===== src/rtl/conv2_window_buf.sv =====
`default_nettype none
// ============================================================================
// Module      : conv2_window_buf
// Description : Streaming 5x5 window generator for the conv2 channel
//               calculators. Three raster-ordered feature maps are shifted
//               into per-channel line histories. All 25 taps of every complete
//               window are registered out with a one-cycle valid strobe.
//               Optional feature: define CONV2_BUF_FRAME_DONE_EN to add a
//               frame_done pulse aligned with the last window of each frame.
// Revision    : 1.0 - initial release
// ============================================================================
module conv2_window_buf #(
    parameter int WIDTH     = 12,
    parameter int HEIGHT    = 12,
    parameter int DATA_BITS = 12,
    parameter int FILTER    = 5
) (
    input  logic                                  clk,
    input  logic                                  rst_n,
    input  logic                                  valid_in,
    input  logic [DATA_BITS-1:0]                  data_in1,
    input  logic [DATA_BITS-1:0]                  data_in2,
    input  logic [DATA_BITS-1:0]                  data_in3,
    output logic [FILTER*FILTER*DATA_BITS-1:0]    data_out1,
    output logic [FILTER*FILTER*DATA_BITS-1:0]    data_out2,
    output logic [FILTER*FILTER*DATA_BITS-1:0]    data_out3,
    output logic                                  valid_out_buf
`ifdef CONV2_BUF_FRAME_DONE_EN
    ,
    output logic                                  frame_done
`endif
);

    localparam int NCH   = 3;
    localparam int TAPS  = FILTER * FILTER;
    localparam int BUS_W = TAPS * DATA_BITS;
    // The full line span is (FILTER-1)*WIDTH+FILTER pixels. The newest one is
    // the pixel being accepted, so only the older entries need storage.
    localparam int DEPTH = (FILTER - 1) * WIDTH + FILTER;
    localparam int HIST  = DEPTH - 1;
    localparam int COL_W = $clog2(WIDTH);
    localparam int ROW_W = $clog2(HEIGHT);

    logic [DATA_BITS-1:0]          pix_in [NCH];
    logic [DATA_BITS-1:0]          hist_q [NCH][HIST];
    logic [NCH-1:0][BUS_W-1:0]     win_d;
    logic [NCH-1:0][BUS_W-1:0]     data_q;
    logic [COL_W-1:0]              col_q, col_d;
    logic [ROW_W-1:0]              row_q, row_d;
    logic                          valid_q;
    logic                          col_last, row_last, win_ok;

    assign pix_in[0] = data_in1;
    assign pix_in[1] = data_in2;
    assign pix_in[2] = data_in3;

    // Line history: hist_q[ch][0] is the previously accepted pixel, older ones follow.
    always_ff @(posedge clk) begin
        if (valid_in) begin
            for (int ch = 0; ch < NCH; ch++) begin
                hist_q[ch][0] <= pix_in[ch];
                for (int i = 1; i < HIST; i++) begin
                    hist_q[ch][i] <= hist_q[ch][i-1];
                end
            end
        end
    end

    // Tap (r,c) is the pixel accepted AGE pixels before the current one.
    generate
        for (genvar ch = 0; ch < NCH; ch++) begin : g_ch
            for (genvar k = 0; k < TAPS; k++) begin : g_tap
                localparam int AGE = (FILTER - 1 - k / FILTER) * WIDTH
                                   + (FILTER - 1 - k % FILTER);
                if (AGE == 0) begin : g_new
                    assign win_d[ch][k*DATA_BITS +: DATA_BITS] = pix_in[ch];
                end else begin : g_old
                    assign win_d[ch][k*DATA_BITS +: DATA_BITS] = hist_q[ch][AGE-1];
                end
            end
        end
    endgenerate

    assign col_last = (col_q == COL_W'(WIDTH - 1));
    assign row_last = (row_q == ROW_W'(HEIGHT - 1));
    // A window is complete only once FILTER-1 rows and columns precede the pixel,
    // so row wraps and the first rows of a frame never emit stale windows.
    assign win_ok   = valid_in && (col_q >= COL_W'(FILTER - 1))
                               && (row_q >= ROW_W'(FILTER - 1));

    // Raster position of the pixel presented on the inputs.
    always_comb begin
        col_d = col_q;
        row_d = row_q;
        if (valid_in) begin
            if (col_last) begin
                col_d = '0;
                row_d = row_last ? '0 : row_q + 1'b1;
            end else begin
                col_d = col_q + 1'b1;
            end
        end
    end

    // Counters and registered window outputs.
    always_ff @(posedge clk) begin
        if (!rst_n) begin
            col_q   <= '0;
            row_q   <= '0;
            valid_q <= 1'b0;
            data_q  <= '0;
        end else begin
            col_q   <= col_d;
            row_q   <= row_d;
            valid_q <= win_ok;
            if (valid_in) begin
                data_q <= win_d;
            end
        end
    end

    assign data_out1     = data_q[0];
    assign data_out2     = data_q[1];
    assign data_out3     = data_q[2];
    assign valid_out_buf = valid_q;

`ifdef CONV2_BUF_FRAME_DONE_EN
    logic frame_done_q;

    // Last window of the frame is the one taken at the bottom-right pixel.
    always_ff @(posedge clk) begin
        if (!rst_n) begin
            frame_done_q <= 1'b0;
        end else begin
            frame_done_q <= win_ok && col_last && row_last;
        end
    end

    assign frame_done = frame_done_q;
`endif

endmodule
`default_nettype wire


===== config.mk =====
export PLATFORM = sky130hd
export DESIGN_NAME = conv2_window_buf
export DESIGN_NICKNAME = d
export VERILOG_FILES = /design/src/rtl/conv2_window_buf.sv
export SDC_FILE = /design/constraint.sdc
export NUM_CORES = 2
export LEC_CHECK = 0
export ABC_AREA = 1
export CAP_MARGIN = 20
export CORE_MARGIN = 2
export CORE_UTILIZATION = 42
export CTS_BUF_LIST = sky130_fd_sc_hd__clkbuf_8
export DETAILED_ROUTE_END_ITERATION = 10
export PLACE_DENSITY = 0.69
export SLEW_MARGIN = 20
export SYNTH_ARGS = -nofsm -noshare
export SYNTH_HDL_FRONTEND = slang
export SYNTH_SLANG_ARGS = --single-unit

===== constraint.sdc =====
create_clock -name clk -period 1.2 [get_ports clk]
set_input_delay 0.12 -clock clk [delete_from_list [all_inputs] [get_ports clk]]
set_output_delay 0.12 -clock clk [all_outputs]
set_load 0.05 [all_outputs]

==> results.md <==
* Outcome: finished, violations left
* Failing checks: setup timing
* Non-Filler Instances at 10,393
* H-tree depth at 5
* Largest delay contributor family on the critical path: flip-flops
* Peak VDD IR at 1.36 mV
* Setup WS post-layout at -0.524 ns
* # setup viols final at 901
* Async SR Flop Fraction at 0
* Final Slew Violations at 0
* Reg power frac at 0.535
* Total routed wirelength at approximately 210,000 um
* Post-Synth Adder-Cell Area at 0.000286
* Layout cells sized above 1 at 0.353
* # port buffers at about 940
* Worst Setup SP: data_out1[104]
* Mapped cell area at 87,400 sq um
* CTS sink count at approximately 2,800
* Pwr/cell area at ~1700 nW/um^2
* Post-Syn Instances at 5,833
* CP endpoint kind: output pin
* EDFF count, synth at approximately 1,900
* Critical path fanouts, max at 2
* WP data arrival at 1.60 ns
* Fillcell total at 14,838
* Synth Flop Type: edfxtp_1
* Count leader, synth: edfxtp_1
* NetSw at 53.0 mW
* Final Total Pwr at 212 mW
* Worst slew margin at 0.625
* Gate power share at 0.110
* Cell Rows at 167
* Synth top area share at 0.643
* Multiplexer share of the synthesized area at 0
* Pin count of the biggest net entering global routing at 75
* Post-synthesis simple-gate area fraction at 0.0789
* Unrepaired setup endpoints after global routing: true
* Multi-input gate area at 11,500 sq um
* Post-synth top area cell: edfxtp_1
* DIE AREA at around 210,000 sq um
* Vias in the first global route at about 52,000
* CTS max path bufs at 4
* Leakage at 46.3 nW
* Final min period at 1.72 ns
* Clock Root Buffer: clkbuf_8
* Synth warn at 0
* TritonRoute pass-1 iters at 5
* Via density per instance at 4.85
* Most frequent cells after synthesis: edfxtp_1, nor2_1, dfxtp_1
* Sequential Area at roughly 76,000 sq um
* CP Buf/Inv Count at 1
* Hold slack final at 0.175 ns
* CP Launch Type: flop
* Largest family of logic cells by synthesized area: simple AND/OR/NAND/NOR gates
* Die X at 460 um
* Critical path type: flop to output pin
* Switching share of power at 0.251
* Synth cell types at 20
* DR WL/cell at ~20 um
* GPL Wtd Cong at 0.882
* Syn_nets at 5,874
* First-pass GRT wire length at 312,000 um
* Register area share after synthesis at 0.851
* R2r setup slk at 0.01 ns
* Complex-gate fraction of the synthesized area at 0.0519
* Hold Path Class: input port to flop
* Internal Power at 159 mW
* Via Count at 50,404
* Worst path max stage delay at 0.39 ns
* Crit path capture: data_out1[104]
* Post-DRT Antenna Nets at 0
* CTS tree: done
* Worst-path clk slew at 0.06 ns
* Fmax achieved at 0.580 GHz
* Initial antenna violation count at 4
* Synthesis-to-layout area growth at 39.6%
* GR Overflow Total at 0
* Placement Setup Slack at -0.206 ns
* Reg2reg start: col_q[1]
* Clk network pwr share at 0.355
* DP HPWL at 142,000 um
* Crit share post-route at 1.44
* 1st-iter DRT viols at 4,183
* Worst endpoint required time at 1.08 ns
* # nets final at 7,288
* CTS buffer count at 431
* CP max-delay cell: dfxtp_4
* Worst-Margin Slew at 0.562 ns
* Seq cells post-synth at 2,781
* Clk_lat worst skew at between 1 and 1.5 ns
* Post-Synth XOR/XNOR Area at 0.000100
* Final Hold Vio Count at 0
* Crit path cell chain: buf_12
* Top post-synthesis cells by area: edfxtp_1, dfxtp_1, nor2_1
* Initial core utilization at 0.422
* Clock Skews at 0.0898 ns
* Reg-to-reg endpoint: col_q[2]
* Placed instance count at 9,538
* Synth Area per Inst at 15.0 sq um
* DRC at 0
* R2R depth at 5
* Core ar. at 207,000 sq um
* Setup tns final at -412.81 ns
* Die height at 460 um
* I/O pins at 940
* Max_cap viols at 0
* Crit path depth at 1
* All-Layer GR Usage at 0.194
## placed cells by master, fill, tap and decap left out, types with 3 or more instances in the layout
master / netlist / routed
edfxtp_1: 1872 / 1872
nor2_1: 1813 / 1812
buf_12: 0 / 1002
o21ai_0: 904 / 901
dfxtp_2: 0 / 582
clkbuf_8: 0 / 493
dfxtp_4: 0 / 321
buf_4: 78 / 205
inv_1: 7 / 175
clkinv_1: 0 / 54
clkinv_2: 0 / 47
dlygate4sd3_1: 0 / 38
clkdlybuf4s50_1: 0 / 36
nand2_1: 13 / 12
bufinv_16: 0 / 10
clkinvlp_4: 0 / 8
dfxtp_1: 909 / 6
diode_2: 0 / 3
nand3_1: 3 / 3
inv_6: 0 / 3
## metal layers
layer  GRT usage  vias up  wire (um)
met5           0        -         13
met4      0.0928        2       9580
met3      0.0632      439      17300
met2       0.320     1898     104000
met1       0.229    24705      79300
li1            -    23360          -
## state kept, by name (all words and copies together) (netlist names)
signal	cells
valid_out_buf	1
data_out2	300
col_q	4
row_q	4
data_out3	300
hist_q	1872
data_out1	300
## layout make-up
cell class | count | share of cell area
Sequential cell | 2781 | 0.626
Antenna cell | 3 | 0.0000615
Clock buffer | 493 | 0.0556
Multi-Input combinational cell | 2742 | 0.0941
Timing Repair Buffer | 1283 | 0.183
Inverter | 8 | 0.000308
Tap cell | 2788 | 0.0286
Clock inverter | 295 | 0.0124
## how the worst min path moves through the flow
stage | cells past startpoint | endpoint | slack (ns) | from
after floorplan | 0 | hist_q[0][612] | 0.22 | data_in1[0]
after detailed placement | 0 | hist_q[0][123] | 0.40 | hist_q[0][135]
after global routing | 2 | hist_q[1][612] | 0.11 | data_in2[0]
final | 2 | hist_q[1][612] | 0.18 | data_in2[0]
after CTS | 2 | hist_q[1][612] | 0.05 | data_in2[0]
after global placement | 0 | hist_q[2][114] | 0.40 | hist_q[2][126]
## power by group through the flow
stage	combinational [mW]	sequential (mW)	clock, mW
floorplan	3.30	120	0
global placement	22.7	115	0
detailed placement	23.0	115	0
CTS	23.4	113	76.8
global route	24.5	114	81.3
finish	23.4	113	75.0
## cells by family after synthesis
group           Yosys count
xor+xnor                  1
fa+ha+maj                 2
flops                  2781
simple gates           1833
buf+inv                 310
compound gates          906
## through the flow
step	util	instance area, sq um
2_1_floorplan	-	87400
4_1_cts	0.588	122000
3_3_place_gp	0.537	111000
6_report	0.589	122000
5_1_grt	0.589	122000
3_5_place_dp	0.537	111000
## timing repair
item,4_1_cts,5_1_grt
endpoints found under the setup margin,905,907
endpoints found under the hold margin,2817,0
pin swaps,0,1
resized for setup,1149,84
buffers inserted,13,14
hold buffers,39,0
Note: power is estimated with default switching activity, not from simulation.
